## src/rtl/s1_syn_calc.sv

```systemverilog
// Reed-Solomon syndrome calculator over GF(2^8): Horner-evaluates S0..S3 of a byte stream.
// Optional macro S1_SYN_ZERO_SKIP_EN replaces syn_done with syn_clean for all-zero syndromes.

module gf2m8_multi (
  input  logic [7:0] a_i,
  input  logic [7:0] b_i,
  output logic [7:0] y_o
);

  logic [7:0] aShift;

  // Shift-and-add multiply, reducing by x^8 = x^4+x^3+x^2+1 (poly 0x11D).
  always_comb begin
    y_o    = 8'h00;
    aShift = a_i;
    for (int k = 0; k < 8; k++) begin
      if (b_i[k]) y_o = y_o ^ aShift;
      aShift = {aShift[6:0], 1'b0} ^ (aShift[7] ? 8'h1D : 8'h00);
    end
  end

endmodule

module s1_syn_calc #(
  parameter int N   = 255,
  parameter int FCR = 0
) (
  input  logic       clk,
  input  logic       rstn,
  input  logic       din_vld,
  input  logic       din_sop,
  input  logic [7:0] din,
  output logic [7:0] rs_syn0,
  output logic [7:0] rs_syn1,
  output logic [7:0] rs_syn2,
  output logic [7:0] rs_syn3,
  output logic       syn_done,
  output logic       syn_clean
);

  typedef enum logic {IDLE, ACC} state_t;

  localparam logic [7:0] LAST_CNT = 8'(N - 1);

  function automatic logic [7:0] alphaPow(input int e);
    logic [7:0] p;
    p = 8'h01;
    for (int k = 0; k < (e % 255); k++) p = {p[6:0], 1'b0} ^ (p[7] ? 8'h1D : 8'h00);
    return p;
  endfunction

  state_t     state_q;
  logic [7:0] cnt_q;
  logic [7:0] acc_q [4];
  logic [7:0] acc_d [4];
  logic [7:0] prod  [4];
  logic [7:0] syn_q [4];
  logic       syn_done_q;
  logic       allZero;

  for (genvar gi = 0; gi < 4; gi++) begin : g_root
    localparam logic [7:0] ROOT = alphaPow(FCR + gi);
    gf2m8_multi u_mul (
      .a_i (acc_q[gi]),
      .b_i (ROOT),
      .y_o (prod[gi])
    );
    assign acc_d[gi] = prod[gi] ^ din;
  end

  assign allZero = (acc_d[0] == 8'h00) && (acc_d[1] == 8'h00) &&
                   (acc_d[2] == 8'h00) && (acc_d[3] == 8'h00);

`ifdef S1_SYN_ZERO_SKIP_EN
  logic syn_clean_q;
`endif

  // A sop symbol always (re)starts a codeword; the N-th symbol publishes the syndromes.
  always_ff @(posedge clk or negedge rstn) begin
    if (!rstn) begin
      state_q    <= IDLE;
      cnt_q      <= 8'd0;
      syn_done_q <= 1'b0;
      for (int i = 0; i < 4; i++) begin
        acc_q[i] <= 8'h00;
        syn_q[i] <= 8'h00;
      end
`ifdef S1_SYN_ZERO_SKIP_EN
      syn_clean_q <= 1'b0;
`endif
    end else begin
      syn_done_q <= 1'b0;
`ifdef S1_SYN_ZERO_SKIP_EN
      syn_clean_q <= 1'b0;
`endif
      case (state_q)
        IDLE: begin
          if (din_vld && din_sop) begin
            for (int i = 0; i < 4; i++) acc_q[i] <= din;
            cnt_q   <= 8'd1;
            state_q <= ACC;
          end
        end
        ACC: begin
          if (din_vld) begin
            if (din_sop) begin
              for (int i = 0; i < 4; i++) acc_q[i] <= din;
              cnt_q <= 8'd1;
            end else if (cnt_q == LAST_CNT) begin
              for (int i = 0; i < 4; i++) syn_q[i] <= acc_d[i];
`ifdef S1_SYN_ZERO_SKIP_EN
              if (allZero) syn_clean_q <= 1'b1;
              else         syn_done_q  <= 1'b1;
`else
              syn_done_q <= 1'b1;
`endif
              cnt_q   <= 8'd0;
              state_q <= IDLE;
            end else begin
              for (int i = 0; i < 4; i++) acc_q[i] <= acc_d[i];
              cnt_q <= cnt_q + 8'd1;
            end
          end
        end
        default: state_q <= IDLE;
      endcase
    end
  end

  assign rs_syn0  = syn_q[0];
  assign rs_syn1  = syn_q[1];
  assign rs_syn2  = syn_q[2];
  assign rs_syn3  = syn_q[3];
  assign syn_done = syn_done_q;

`ifdef S1_SYN_ZERO_SKIP_EN
  assign syn_clean = syn_clean_q;
`else
  assign syn_clean = 1'b0 & allZero;
`endif

endmodule
```

## config.mk

```make
export PLATFORM = sky130hd
export DESIGN_NAME = s1_syn_calc
export DESIGN_NICKNAME = d
export VERILOG_FILES = /design/src/rtl/s1_syn_calc.sv
export SDC_FILE = /design/constraint.sdc
export NUM_CORES = 1
export LEC_CHECK = 0
export CORE_UTILIZATION = 47
export CTS_BUF_LIST = sky130_fd_sc_hd__clkbuf_2
export DETAILED_ROUTE_END_ITERATION = 6
export PLACE_DENSITY_LB_ADDON = 0.25
export SLEW_MARGIN = 20
export SYNTH_ARGS = -nofsm -noshare
export SYNTH_HDL_FRONTEND = slang
export SYNTH_SLANG_ARGS = --single-unit
export TNS_END_PERCENT = 1
```

## constraint.sdc

```tcl
create_clock -name clk -period 1.9 [get_ports clk]
set_input_delay 0.285 -clock clk [delete_from_list [all_inputs] [get_ports clk]]
set_output_delay 0.285 -clock clk [all_outputs]
set_load 0.01 [all_outputs]
```

==> summary.md <==
| Metric | Value |
|---|---|
| Part of the power in registers | 48.0% |
| Fin util | 58.5% |
| Met1 Track Usage GR | 26.2% |
| Worst rel slew slack | 64.1% |
| First-pass detailed-route iteration total | 4 |
| CTS Buf Count | 9 |
| Reported leakage power | 2.13 nW |
| Total wire length | 7580 um |
| Gate power share | 27.9% |
| Worst Setup Start Kind | flip-flop |
| Core ar. | 0.00822 mm2 |
| Post-synthesis instance area | 0.00399 mm2 |
| # diodes | 0 |
| Final ANT Viol Nets | 0 |
| Synth area leaders | dfrtp_1 (46%), mux2_4 (11%), xor2_1 (7.9%) |
| Residual DRC | 0 |
| Initial antenna violation count | 0 |
| Initial Util | 48.6% |
| Max Cap Violations | 0 |
| CP Data Required Time | 2300 ps |
| Critical path class | flip-flop to flip-flop |
| Syn-to-layout area delta | 20.4% |
| Synth async-reset ratio | 100% |
| Vias per inst | 5.02 |
| Place WS | 50.6 ps |
| Global route overflow | 0 |
| Hold slack | 285 ps |
| Total Nets Final | 425 |
| Avg Cell Area, Syn | 11.3 um2 |
| Count leader, synth | dfrtp_1 |
| HP Class | input port to asynchronous set/reset pin |
| M2 GR Usage | 29.3% |
| Layout cells sized above 1 | 20.0% |
| CTS tree | built |
| Busiest grt layer | met2 |
| P_int | 0.00276 W |
| Clock power frac | 24.1% |
| RSZ-0062 raised after global routing | no |
| Vias in the first global route | 2595 |
| Final setup fails | 0 |
| Crit. End Element | flip-flop |
| CTS clk-pin slew, worst paths | 210 ps |
| Max Buffers Root-to-Sink | 2 |
| Net Count, Synth | 368 |
| Area of the multi-input gates | 0.00192 mm2 |
| Clock sinks | 74 |
| Root Buffer | clkbuf_2 |
| Routability cong. | 0.830 |
| Yosys cell types | 43 |
| Top FF cell, synth | dfrtp_1 |
| I/O pin count | 46 |
| Final hold violation count | 0 |
| Seq/Total Area, Yosys | 46.4% |
| Sw Pwr | 0.00127 W |
| DIE WIDTH | 94.2 um |
| Tmin final | 1810 ps |
| Yosys top cell by area | dfrtp_1 |
| Status | complete, no violations |
| Period Utilization, post-route | 95.1% |
| Grt met3 use | 3.32% |
| Initial DRC count | 81 |
| Flops & latches, synth | 74 |
| Min setup slack post-route | 92.6 ps |
| Area of the die | 0.00887 mm2 |
| Power Total | 0.00403 W |
| Clock Skews | 17.0 ps |
| Worst Tran Pin Value | 539 ps |
| First-pass GRT wire length | 12800 um |
| Wire per inst | 14.5 um |
| Worst-path maximum fanout | 12 |
| Fillers | 688 |
| Synth cell count leaders | dfrtp_1 (74), nand2_1 (40), xor2_1 (36), xnor2_1 (33), mux2_4 (28) |
| Clk_lat worst skew | 490 ps |
| Synth Warn # | 0 |
| Register area | 0.00185 mm2 |
| Fin. max-slew vios | 0 |
| PwrDens | 839 mW/mm2 |
| Critical Path AT | 2210 ps |
| Via count | 2615 |
| Largest net degree at the start of global routing | 42 |
| Dpl hpwl | 5270 um |
| Synthesized instance count | 354 |
| Worst VDD drop | 519 uV |
| Switching share of power | 31.5% |
| Row count | 33 |
| Max Fclk | 0.553 GHz |
| Number of port buffers | 44 |
| R2R Path Start | cnt_q[0] |
| Setup TNS | 0 ps |
| Post-synth EDFFs | 0 |
| Die H | 94.2 um |
| H-tree levels | 3 |
| Worst Setup SP | cnt_q[0] |
| GRT Total Usage | 19.0% |
| Share of Yosys cell area claimed by the top area cell type | 46.4% |
-- power groups by stage --
stage	Sequential [W]	Clock [W]	Combinational [W]
2_1_floorplan	0.00189	0	0.000946
3_3_place_gp	0.00196	0	0.00111
3_5_place_dp	0.00197	0	0.00113
4_1_cts	0.00194	0.000993	0.00114
5_1_grt	0.00197	0.00106	0.00126
6_report	0.00194	0.000974	0.00112
-- layout by cell type (no fill, tap or decap), types with 2 or more instances in the layout --
| master | synthesis | final |
|---|---|---|
| o21ai_0 | 27 | 26 |
| nor2_1 | 20 | 20 |
| mux2_2 | 3 | 3 |
| clkdlybuf4s50_1 | 0 | 43 |
| xnor3_1 | 4 | 4 |
| clkinv_1 | 0 | 3 |
| nand2_1 | 40 | 40 |
| buf_4 | 9 | 21 |
| nand4_1 | 2 | 2 |
| buf_12 | 4 | 8 |
| mux2_4 | 28 | 28 |
| clkbuf_2 | 0 | 9 |
| xnor2_1 | 33 | 33 |
| o41ai_1 | 2 | 2 |
| xor2_1 | 36 | 36 |
| a21oi_1 | 15 | 15 |
| nor3_1 | 2 | 2 |
| inv_1 | 3 | 3 |
| nand3_1 | 9 | 8 |
| o21a_1 | 2 | 2 |
| bufinv_16 | 0 | 2 |
| o21ai_1 | 5 | 5 |
| dfrtp_1 | 74 | 74 |
| ha_1 | 2 | 2 |
-- layer usage --
metal	part of all wire [%]	vias up
met2	47	48
li1	-	1293
met3	3.4	10
met5	0	-
met1	48	1264
met4	1.9	0
-- path summary, 6_finish.rpt --
| path | slack (ps) | end | cells past startpoint |
|---|---|---|---|
| hold reg to reg | 520 | acc_q[0] | 2 |
| max in group asynchronous | 1060 | acc_q[3] | 3 |
| setup reg to reg | 90 | rs_syn1[0] | 7 |
| hold / removal | 280 | rs_syn2[4] | 2 |
| min in group clk | 520 | acc_q[0] | 2 |
| setup / recovery | 90 | rs_syn1[0] | 7 |
-- worst max-delay path, stage by stage, from the launching register on --
cell     delay [ps]
dfrtp_1         430
inv_1           100
ha_1            190
nand3_2         110
nor2_4          140
and3_4          240
buf_12          170
mux2_2          340
-- registers in the layout, summed over array words and instances (netlist names) --
register and count:
acc_q 32, cnt_q 8, rs_syn0 8, rs_syn1 8, rs_syn2 8, rs_syn3 8
state_q 1, syn_done 1
-- layout make-up --
class	instances	share of cell area [%]
clock buffers	9	0.937
clock inverters	7	1.74
inverters	3	0.234
multi-input cells	249	39.8
flip-flops and latches	74	38.5
well taps	105	2.73
repair buffers	74	16.0
-- cells by family (layout without fill, tap and decap cells) --
| kind of cell | after synthesis | count (layout) | share of synthesized area (%) |
|---|---|---|---|
| AO/OA/AOI/OAI | 57 | 57 | 7.93 |
| XOR/XNOR | 74 | 74 | 17.8 |
| adder cells (fa/ha/maj) | 2 | 2 | 0.626 |
| buffers and inverters | 31 | 93 | 5.89 |
| flip-flops | 74 | 74 | 46.4 |
| multiplexers | 32 | 32 | 11.6 |
| other | 1 | 1 | 0.0939 |
| AND/OR/NAND/NOR | 83 | 83 | 9.68 |
-- per-stage QoR --
stage	cells	instance area [um2]
floorplan	354	3990
global placement	502	4650
detailed placement	502	4650
CTS	519	4780
global route	521	4810
finish	521	4810
-- timing repair --
item	CTS	global route
hold buffers	1	0
endpoints found under the hold margin	39	0
gates resized for setup	0	2
buffers inserted	0	2
endpoints found under the setup margin	0	31
No activity file was read; power rests on OpenSTA's default activity.
